[config.mk]
export PLATFORM = sky130hd
export DESIGN_NAME = pokemon_match_ctrl_flat
export DESIGN_NICKNAME = d
export VERILOG_FILES = /design/src/rtl/pokemon_pkg.sv /design/src/rtl/pokemon_match_ctrl_if.sv /design/src/rtl/pokemon_rise_detect.sv /design/src/rtl/pokemon_match_ctrl.sv /design/src/flat_wrapper.sv
export SDC_FILE = /design/constraint.sdc
export NUM_CORES = 1
export LEC_CHECK = 0
export BUFFER_PORTS_ARGS = -buffer_cell sky130_fd_sc_hd__buf_2
export CAP_MARGIN = 20
export CORE_MARGIN = 2
export CORE_UTILIZATION = 63
export CTS_BUF_LIST = sky130_fd_sc_hd__clkbuf_8
export DETAILED_ROUTE_END_ITERATION = 8
export PLACE_DENSITY = 0.87
export SLEW_MARGIN = 20
export SYNTH_ARGS = -nofsm -noshare
export SYNTH_HDL_FRONTEND = slang
export SYNTH_SLANG_ARGS = --single-unit
[constraint.sdc]
create_clock -name clk_20Hz -period 4.6 [get_ports clk_20Hz]
set_clock_uncertainty 0.05 [all_clocks]
set_input_delay 0.46 -clock clk_20Hz [delete_from_list [all_inputs] [get_ports clk_20Hz]]
set_output_delay 0.46 -clock clk_20Hz [all_outputs]
set_load 0.02 [all_outputs]
[src/rtl/pokemon_pkg.sv]
// Shared types and constants for the Pokemon match controller: FSM encoding,
// winner codes, per-round shoot cooldowns and default tick lengths.
package pokemon_pkg;

   typedef enum logic [2:0] {
      ST_IDLE      = 3'd0,
      ST_COUNTDOWN = 3'd1,
      ST_PLAY      = 3'd2,
      ST_ROUND_END = 3'd3,
      ST_MATCH_END = 3'd4
   } state_t;

   localparam logic [1:0] WIN_NONE = 2'b00;
   localparam logic [1:0] WIN_P1   = 2'b01;
   localparam logic [1:0] WIN_P2   = 2'b10;
   localparam logic [1:0] WIN_DRAW = 2'b11;

   localparam logic [5:0] SLOW_SHOOT_RATE   = 6'd20;
   localparam logic [5:0] MEDIUM_SHOOT_RATE = 6'd15;
   localparam logic [5:0] FAST_SHOOT_RATE   = 6'd10;

   localparam int DEFAULT_COUNT_TICKS   = 60;
   localparam int DEFAULT_HOLD_TICKS    = 40;
   localparam int DEFAULT_WINS_TO_MATCH = 2;
   localparam int TICK_W                = 8;

   // Later rounds fire faster; round 0 (idle) keeps the round-1 rate.
   function automatic logic [5:0] rate_for_round(input logic [1:0] rnd);
      logic [5:0] rate;
      case (rnd)
         2'd1:    rate = SLOW_SHOOT_RATE;
         2'd2:    rate = MEDIUM_SHOOT_RATE;
         2'd3:    rate = FAST_SHOOT_RATE;
         default: rate = SLOW_SHOOT_RATE;
      endcase
      return rate;
   endfunction

endpackage

[src/rtl/pokemon_match_ctrl_if.sv]
// Signal bundle between the match controller (master) and the game logic
// block (slave) that consumes the round control outputs.
interface pokemon_match_ctrl_if;
   logic       start;
   logic       charmander_alive;
   logic       squirtle_alive;
   logic       game_run;
   logic       round_restart;
   logic [1:0] countdown_sec;
   logic [1:0] p1_wins;
   logic [1:0] p2_wins;
   logic [1:0] round_num;
   logic [1:0] winner;
   logic [5:0] shoot_rate;
   logic [2:0] state;

   modport master (
      input  start, charmander_alive, squirtle_alive,
      output game_run, round_restart, countdown_sec, p1_wins, p2_wins,
             round_num, winner, shoot_rate, state
   );

   modport slave (
      output start, charmander_alive, squirtle_alive,
      input  game_run, round_restart, countdown_sec, p1_wins, p2_wins,
             round_num, winner, shoot_rate, state
   );
endinterface

[src/rtl/pokemon_rise_detect.sv]
// Rising-edge detector: compares the input with its value from the previous tick.
module pokemon_rise_detect (
   input  logic clk,
   input  logic rst,
   input  logic din,
   output logic rise
);

   logic din_q;

   // One-tick history of the input.
   always_ff @(posedge clk or posedge rst) begin
      if (rst) begin
         din_q <= 1'b0;
      end else begin
         din_q <= din;
      end
   end

   assign rise = din & ~din_q;

endmodule

[src/rtl/pokemon_match_ctrl.sv]
// Best-of-N match sequencer: countdown, play, round-end hold and match-end,
// with score keeping and per-round shoot cooldown selection.
module pokemon_match_ctrl
   import pokemon_pkg::*;
#(
   parameter int COUNT_TICKS   = DEFAULT_COUNT_TICKS,
   parameter int HOLD_TICKS    = DEFAULT_HOLD_TICKS,
   parameter int WINS_TO_MATCH = DEFAULT_WINS_TO_MATCH
) (
   input  logic                  clk_20Hz,
   input  logic                  reset,
   pokemon_match_ctrl_if.master  bus
);

   localparam logic [TICK_W-1:0] COUNT_LOAD = TICK_W'(COUNT_TICKS - 1);
   localparam logic [TICK_W-1:0] HOLD_LOAD  = TICK_W'(HOLD_TICKS - 1);
   localparam logic [TICK_W-1:0] SEC3_MIN   = TICK_W'((2 * COUNT_TICKS) / 3);
   localparam logic [TICK_W-1:0] SEC2_MIN   = TICK_W'(COUNT_TICKS / 3);
   localparam logic [TICK_W-1:0] TICK_ONE   = TICK_W'(1);
   localparam logic [TICK_W-1:0] TICK_ZERO  = TICK_W'(0);
   localparam logic [1:0]        WIN_SCORE  = 2'(WINS_TO_MATCH);

   state_t            fsm_state;
   logic [TICK_W-1:0] tick;
   logic              start_rise;
   logic              game_run;
   logic              round_restart;
   logic [1:0]        countdown_sec;
   logic [1:0]        p1_wins;
   logic [1:0]        p2_wins;
   logic [1:0]        round_num;
   logic [1:0]        winner;
   logic [5:0]        shoot_rate;

   pokemon_rise_detect u_start_rise (
      .clk  (clk_20Hz),
      .rst  (reset),
      .din  (bus.start),
      .rise (start_rise)
   );

   // Counter thirds map onto the 3/2/1 seconds shown to the players.
   function automatic logic [1:0] sec_for(input logic [TICK_W-1:0] t);
      logic [1:0] sec;
      if (t >= SEC3_MIN) begin
         sec = 2'd3;
      end else if (t >= SEC2_MIN) begin
         sec = 2'd2;
      end else begin
         sec = 2'd1;
      end
      return sec;
   endfunction

   // Match FSM; every output is registered alongside the state.
   always_ff @(posedge clk_20Hz or posedge reset) begin
      if (reset) begin
         fsm_state     <= ST_IDLE;
         tick          <= TICK_ZERO;
         game_run      <= 1'b0;
         round_restart <= 1'b0;
         countdown_sec <= 2'd0;
         p1_wins       <= 2'd0;
         p2_wins       <= 2'd0;
         round_num     <= 2'd0;
         winner        <= WIN_NONE;
         shoot_rate    <= SLOW_SHOOT_RATE;
      end else begin
         round_restart <= 1'b0;
         case (fsm_state)
            ST_IDLE, ST_MATCH_END: begin
               if (start_rise) begin
                  p1_wins       <= 2'd0;
                  p2_wins       <= 2'd0;
                  round_num     <= 2'd1;
                  winner        <= WIN_NONE;
                  shoot_rate    <= rate_for_round(2'd1);
                  tick          <= COUNT_LOAD;
                  countdown_sec <= sec_for(COUNT_LOAD);
                  round_restart <= 1'b1;
                  fsm_state     <= ST_COUNTDOWN;
               end
            end
            ST_COUNTDOWN: begin
               if (tick == TICK_ZERO) begin
                  countdown_sec <= 2'd0;
                  game_run      <= 1'b1;
                  fsm_state     <= ST_PLAY;
               end else begin
                  tick          <= tick - TICK_ONE;
                  countdown_sec <= sec_for(tick - TICK_ONE);
               end
            end
            ST_PLAY: begin
               // A simultaneous knockout is a draw and scores nobody.
               if (!bus.charmander_alive || !bus.squirtle_alive) begin
                  game_run  <= 1'b0;
                  tick      <= HOLD_LOAD;
                  fsm_state <= ST_ROUND_END;
                  if (!bus.charmander_alive && !bus.squirtle_alive) begin
                     winner <= WIN_DRAW;
                  end else if (!bus.squirtle_alive) begin
                     winner <= WIN_P1;
                     if (p1_wins < WIN_SCORE) begin
                        p1_wins <= p1_wins + 2'd1;
                     end
                  end else begin
                     winner <= WIN_P2;
                     if (p2_wins < WIN_SCORE) begin
                        p2_wins <= p2_wins + 2'd1;
                     end
                  end
               end
            end
            ST_ROUND_END: begin
               if (tick != TICK_ZERO) begin
                  tick <= tick - TICK_ONE;
               end else if (p1_wins == WIN_SCORE || p2_wins == WIN_SCORE) begin
                  fsm_state <= ST_MATCH_END;
               end else begin
                  // Draws leave the scores alone, so the same round is replayed.
                  round_num     <= p1_wins + p2_wins + 2'd1;
                  shoot_rate    <= rate_for_round(p1_wins + p2_wins + 2'd1);
                  tick          <= COUNT_LOAD;
                  countdown_sec <= sec_for(COUNT_LOAD);
                  round_restart <= 1'b1;
                  fsm_state     <= ST_COUNTDOWN;
               end
            end
            default: begin
               fsm_state <= ST_IDLE;
            end
         endcase
      end
   end

   assign bus.state         = fsm_state;
   assign bus.game_run      = game_run;
   assign bus.round_restart = round_restart;
   assign bus.countdown_sec = countdown_sec;
   assign bus.p1_wins       = p1_wins;
   assign bus.p2_wins       = p2_wins;
   assign bus.round_num     = round_num;
   assign bus.winner        = winner;
   assign bus.shoot_rate    = shoot_rate;

endmodule
[src/flat_wrapper.sv]
// flat-port wrapper written by rule: the top's interface ports become plain ports
module pokemon_match_ctrl_flat import pokemon_pkg::*;
#(
   parameter int COUNT_TICKS   = DEFAULT_COUNT_TICKS,
   parameter int HOLD_TICKS    = DEFAULT_HOLD_TICKS,
   parameter int WINS_TO_MATCH = DEFAULT_WINS_TO_MATCH
)
  (clk_20Hz, reset, bus_start, bus_charmander_alive, bus_squirtle_alive, bus_game_run, bus_round_restart, bus_countdown_sec, bus_p1_wins, bus_p2_wins, bus_round_num, bus_winner, bus_shoot_rate, bus_state);
  pokemon_match_ctrl_if bus_i ();
  input  logic clk_20Hz;
  input  logic reset;
  input wire logic [$bits(bus_i.start)-1:0] bus_start;
  input wire logic [$bits(bus_i.charmander_alive)-1:0] bus_charmander_alive;
  input wire logic [$bits(bus_i.squirtle_alive)-1:0] bus_squirtle_alive;
  output wire logic [$bits(bus_i.game_run)-1:0] bus_game_run;
  output wire logic [$bits(bus_i.round_restart)-1:0] bus_round_restart;
  output wire logic [$bits(bus_i.countdown_sec)-1:0] bus_countdown_sec;
  output wire logic [$bits(bus_i.p1_wins)-1:0] bus_p1_wins;
  output wire logic [$bits(bus_i.p2_wins)-1:0] bus_p2_wins;
  output wire logic [$bits(bus_i.round_num)-1:0] bus_round_num;
  output wire logic [$bits(bus_i.winner)-1:0] bus_winner;
  output wire logic [$bits(bus_i.shoot_rate)-1:0] bus_shoot_rate;
  output wire logic [$bits(bus_i.state)-1:0] bus_state;
  assign bus_i.start = bus_start;
  assign bus_i.charmander_alive = bus_charmander_alive;
  assign bus_i.squirtle_alive = bus_squirtle_alive;
  assign bus_game_run = bus_i.game_run;
  assign bus_round_restart = bus_i.round_restart;
  assign bus_countdown_sec = bus_i.countdown_sec;
  assign bus_p1_wins = bus_i.p1_wins;
  assign bus_p2_wins = bus_i.p2_wins;
  assign bus_round_num = bus_i.round_num;
  assign bus_winner = bus_i.winner;
  assign bus_shoot_rate = bus_i.shoot_rate;
  assign bus_state = bus_i.state;
  pokemon_match_ctrl #(.COUNT_TICKS(COUNT_TICKS), .HOLD_TICKS(HOLD_TICKS), .WINS_TO_MATCH(WINS_TO_MATCH)) u_core (.clk_20Hz(clk_20Hz), .reset(reset), .bus(bus_i));
endmodule
---- Word-level counts from Yosys, hierarchy flattened ----
Cells that the tools add are included.
storage, ports and cells
  memory bits (writable) .................. 0
  output and inout bits ................... 21
  bits in read-only memories .............. 0
  latch bits .............................. 0
  logic and storage cells ................. 114
  register bits after elaboration ......... 30
  memories ................................ 0
cells by class
  div/mod/pow operators ................... 0
  multipliers ............................. 0
  multiplexer cells ....................... 50
  $add $sub $neg .......................... 5
  bitwise gates (word level) .............. 2
  reduce and logical (&&, ||, !) cells .... 22
  shift-type cells ........................ 0
  order comparisons ....................... 4
  equality and inequality tests ........... 20
operators with widths
  operator                                                                             number
  2-bit two-way mux                                                                    21
  8-bit two-way mux                                                                    5
  8-bit case mux with 4 select lines                                                   1
  6-bit two-way mux                                                                    3
  2-bit case mux with 2 select lines                                                   4
  3-bit two-way mux                                                                    5
  2-bit != test, second input constant                                                 6
  3-bit case mux with 4 select lines                                                   1
  6-bit case mux with 2 select lines                                                   1
  4-bit AND reduction                                                                  3
  6-bit AND reduction                                                                  2
  2-bit by 1-bit != test with 1-bit output, second input constant                      5
  5-bit case mux with 2 select lines                                                   1
  2-bit == test, second input constant                                                 4
  8-bit by 5-bit greater-or-equal comparator with 1-bit output, second input constant  1
  8-bit by 6-bit greater-or-equal comparator with 1-bit output, second input constant  1
  8-bit logical NOT                                                                    1
  8-bit nonzero test                                                                   1
  8-bit by 1-bit subtractor with 8-bit output, second input constant                   1
  2-bit by 1-bit adder with 2-bit output, second input constant                        3
  3-bit by 2-bit == test with 1-bit output, second input constant                      2
  2-bit case mux with 3 select lines                                                   1
  3-bit AND reduction                                                                  2
  2-bit nonzero test                                                                   3
  17 further kinds                                                                     25

---- Logic depth before layout (Yosys ltp) ----
  depth in word-level cells ............... 7
  gate-level depth with buffers ........... 8
  gate-level depth less buffers ........... 8

---- Modules after synthesis ----
A second synthesis with hierarchy kept.
second synthesis, totals
  cells, all modules ...................... 203
  area total of the unflattened synthesis .. 1746.7 sq um
by module, submodules not included
  module               area an instance (sq um)  times used  cells an instance
  pokemon_match_ctrl   1704.1                    1           200
  pokemon_rise_detect  42.5                      1           3

---- Least setup slack after synthesis ----
Ideal clock, no wire load.
  kind .................................... register to register
  start point ............................. register u_core.tick[0]
  end point ............................... register u_core.countdown_sec[0] (netlist: u_core.bus.countdown_sec[0])
  required time ........................... 4473 ps
  buffers on the path ..................... 0
  cell stages (with the launch flop) ...... 8
  period minus slack after synthesis ...... 1962 ps
  arrival time ............................ 1834 ps
  slack ................................... 2638 ps
  setup time .............................. 77 ps
  cell sequence ........................... dfrtp_1 -> inv_1 -> ha_1 -> or3b_4 -> or4_1 -> o2111ai_1 -> a21oi_1 -> a21oi_1
on the way
  word-level cells in the longest chain between the ends .. 6
ends and longest elaborated chain
  item                                                          RTL line                   source
  from (decl)                                                   pokemon_match_ctrl.sv:24   logic [TICK_W-1:0] tick;
  from (signal assigned)                                        pokemon_match_ctrl.sv:90   tick <= tick - TICK_ONE;
  from (signal assigned)                                        pokemon_match_ctrl.sv:117  tick <= tick - TICK_ONE;
  8-bit by 1-bit subtractor with 8-bit output                   pokemon_match_ctrl.sv:91   countdown_sec <= sec_for(tick - TICK_ONE);
  8-bit by 5-bit greater-or-equal comparator with 1-bit output  pokemon_match_ctrl.sv:47   end else if (t >= SEC2_MIN) begin
  2-bit two-way mux                                             pokemon_match_ctrl.sv:47
  2-bit two-way mux                                             pokemon_match_ctrl.sv:45   if (t >= SEC3_MIN) begin
  2-bit two-way mux                                             pokemon_match_ctrl.sv:85   if (tick == TICK_ZERO) begin
  2-bit case mux with 3 select lines                            pokemon_match_ctrl.sv:70   case (fsm_state)
  to (signal assigned)                                          pokemon_match_ctrl.sv:79   countdown_sec <= sec_for(COUNT_LOAD);
  to (signal assigned)                                          pokemon_match_ctrl.sv:91
  to (signal assigned)                                          pokemon_match_ctrl.sv:125  countdown_sec <= sec_for(COUNT_LOAD);
  to (decl)                                                     pokemon_match_ctrl.sv:28   logic [1:0] countdown_sec;
Parallel ways exist; a longest one is shown, timed or not.
A chain may end at the register's enable or synchronous reset.

---- Final worst setup path ----
  start point ............................. register u_core.tick[0]
  end point ............................... register u_core.tick[2]
on the way
  word-level cells in the longest chain between the ends .. 3
ends and longest elaborated chain
  item                                                                              RTL line                                             source
  8-bit by 1-bit subtractor with 8-bit output, or another cell as far along         pokemon_match_ctrl.sv:90, pokemon_match_ctrl.sv:117
  8-bit two-way mux, or another cell as far along                                   pokemon_match_ctrl.sv:116                            if (tick != TICK_ZERO) begin
  8-bit case mux with 4 select lines / 5-bit AND reduction (equally long branches)  --
Parallel ways exist; a longest one is shown, timed or not. The select of a mux whose other input is x is not followed.

==> impl_metrics.json <==
{
  "outcome": "complete, no violations",
  "maxCapViolCount": 0,
  "p_leak_nw": 0.831,
  "grt_pass1_vias": 1287,
  "report.final.slew_viol_count": 0,
  "cts_buffers": 3,
  "synth_area_leaders": "dfrtp_1, nand2_1, ha_1, nor2_1, dfstp_2",
  "antenna_found_initial": 0,
  "die_height_um": 55.5,
  "synth.most_common_cell": "dfrtp_1",
  "fin_nets": 203,
  "cts_resized": 0,
  "synth_area_per_cell_um2": 9.66,
  "timing.fmax_mhz": 392,
  "synth_edf_count": 0,
  "arrival_ps": 2680,
  "antenna_cells": 0,
  "yosys.area.top_type": "dfrtp_1",
  "dominantRegCellSynth": "dfrtp_1",
  "end_kind": "register",
  "synth_common_cells": "dfrtp_1, nand2_1, nor2_1",
  "cts-root-buf": "clkbuf_8",
  "relSlewSlack": 0.540,
  "switching_share": 0.474,
  "clk_pin_slew_worst_paths_ps": 100,
  "place.gp.congestion": 0.917,
  "clkPwrFrac": 0.114,
  "r2r_cells": 7,
  "pwr-share-seq": 0.379,
  "fin_hold_ws_ps": 186,
  "power.internal_uw": 636,
  "worst_pin_slew_ps": 684,
  "finish.utilization": 0.719,
  "fill_cells": 186,
  "syn_inst": 173,
  "reg2reg_from": "u_core.tick[0]",
  "setup_viol": 0,
  "combPwrFrac": 0.508,
  "vias_per_cell": 6.20,
  "rr_endpoint": "u_core.tick[2]",
  "critical_path_class": "register to register",
  "grt_max_degree": 29,
  "rsz0062_at_grt": "no",
  "period_share": 0.555,
  "vias": 1377,
  "synthArstFlopShare": 1.00,
  "r2r_slack_ps": 2050,
  "area_growth_pct": 7.48,
  "cts_sinks": 28,
  "dr.first_iter.drc_count": 49,
  "syn-num-nets": 183,
  "die_area_um2": 3080,
  "drive_gt1_frac": 0.234,
  "synth.mux.area_fraction": 0.00599,
  "final.setup.tns_ps": 0,
  "routed_wirelength_um": 3670,
  "yosys_warnings": 0,
  "hpwlAfterDp_um": 2700,
  "synth_compound_area_frac": 0.217,
  "synth_xor_area_frac": 0.0262,
  "synth_top_family_by_area": "simple AND/OR/NAND/NOR gates",
  "core_area_um2": 2500,
  "track_usage": 0.242,
  "finalCriticalPeriod_ps": 2550,
  "drc": 0,
  "hold_violations": 0,
  "rows": 18,
  "syn_area_um2": 1670,
  "path_max_fanout": 11,
  "die_w_um": 55.5,
  "synthAdderAreaFrac": 0.0374,
  "h-tree-depth": 1,
  "finalNonFillerCells": 222,
  "cts_tree": "yes",
  "dr.pass1.iters": 4,
  "cp_data_required_time_ps": 4730,
  "cts_setup_buffers": 0,
  "yosysTopAreaCellShare": 0.389,
  "ys_ff_latch": 28,
  "num_io_pins": 26,
  "hp-class": "input port to asynchronous set/reset pin",
  "clk_path_buf_depth": 2,
  "grt_pass1_wl_um": 6000,
  "post-place-cells": 218,
  "grt_overflow_total": 0,
  "yosys.area_share.simple": 0.221,
  "ys_types": 55,
  "port_buffers": 24,
  "p_switching_uw": 573,
  "cts_hold_buffers": 0,
  "p_total_mw": 1.21,
  "ant_nets": 0,
  "yosysSeqAreaShare": 0.421,
  "irDropWorstVdd_mv": 0.447,
  "power.density_nw_per_um2": 673,
  "critPathLaunchType": "register",
  "clk_latency_ps": 280,
  "wire_per_inst_um": 16.5,
  "floorplan.initialDensity": 0.669
}
worst max path at each step:
stage	to	depth (start not counted)	slack [ps]	from
after global routing	u_core.tick[2]	7	1930	u_core.tick[0]
after floorplan	u_core.bus.countdown_sec[0]	7	2640	u_core.tick[0]
after detailed placement	u_core.tick[2]	7	2140	u_core.tick[0]
final	u_core.tick[2]	7	2050	u_core.tick[0]
after global placement	u_core.tick[2]	7	2280	u_core.tick[0]
after CTS	u_core.tick[2]	7	2100	u_core.tick[0]
per-stage QoR:
step | area (um^2) | setup WS (ps)
6_report | 1800 | 2050
3_3_place_gp | 1750 | 2280
5_1_grt | 1800 | 1930
2_1_floorplan | 1670 | 2640
3_5_place_dp | 1750 | 2140
4_1_cts | 1800 | 2100
cell usage in the layout (no fill, tap or decap), types with 2 or more instances in the layout:
cell / instances
xor2_1: 2
o31ai_1: 4
o41ai_1: 2
ha_1: 5
a21o_1: 5
or3_1: 2
and3_1: 2
dfstp_2: 2
nand3b_1: 2
o22ai_1: 3
nor2_1: 15
o21ai_0: 3
and2_1: 3
o21ai_1: 3
nor2b_1: 2
clkbuf_8: 3
nand3_1: 4
inv_1: 9
xnor2_1: 3
o21a_1: 3
dfrtp_1: 26
a21oi_1: 9
buf_2: 24
or3b_4: 2
or4_1: 3
nand2_1: 20
a211oi_1: 2
nor4_1: 2
layer usage:
metal | vias to the layer above | GRT usage | wire length [um]
li1 | 652 | - | -
met1 | 653 | 0.335 | 1560
met2 | 65 | 0.403 | 1800
met3 | 7 | 0.0234 | 263
met4 | 0 | 0.0732 | 51
met5 | - | 0 | 0
registers in the layout, summed over array words and instances (netlist names):
| signal | flops |
|---|---|
| u_core.bus.shoot_rate | 4 |
| u_core.bus.p1_wins | 2 |
| u_core.bus.p2_wins | 2 |
| u_core.bus.winner | 2 |
| u_core.bus.round_num | 2 |
| u_core.u_start_rise.din_q | 1 |
| u_core.bus.game_run | 1 |
| u_core.tick | 8 |
| u_core.bus.state | 3 |
| u_core.bus.countdown_sec | 2 |
| u_core.bus.round_restart | 1 |
power groups by stage:
stage               logic [mW]  registers [mW]  clock network (mW)
finish                   0.614           0.458               0.138
global route             0.666           0.473               0.149
CTS                      0.611           0.455               0.137
detailed placement       0.603           0.459                   0
global placement         0.576           0.447                   0
floorplan                0.474           0.450                   0
final cells by class:
cell class / instances / area, um^2 / share of cell area
Multi-Input combinational cell: 126 / 852 / 0.474
Sequential cell: 28 / 703 / 0.391
Timing Repair Buffer: 24 / 120 / 0.0669
Clock buffer: 3 / 41.3 / 0.0230
Inverter: 10 / 38.8 / 0.0216
Tap cell: 30 / 37.5 / 0.0209
Clock inverter: 1 / 3.75 / 0.00209
worst max-delay path, stage by stage (launching register included):
cell       delay (ps)
dfrtp_1           440
inv_1             110
ha_1              230
nor4b_4           170
a21o_2            270
a2111oi_4         700
o21ai_0           260
a21o_1            230
logic make-up after synthesis:
logic type	Yosys count
mux	1
xor+xnor	5
buf+inv	19
other cells	1
flops	28
compound gates	48
fa+ha+maj	5
simple gates	66
Note: power is estimated with default switching activity, not from simulation.
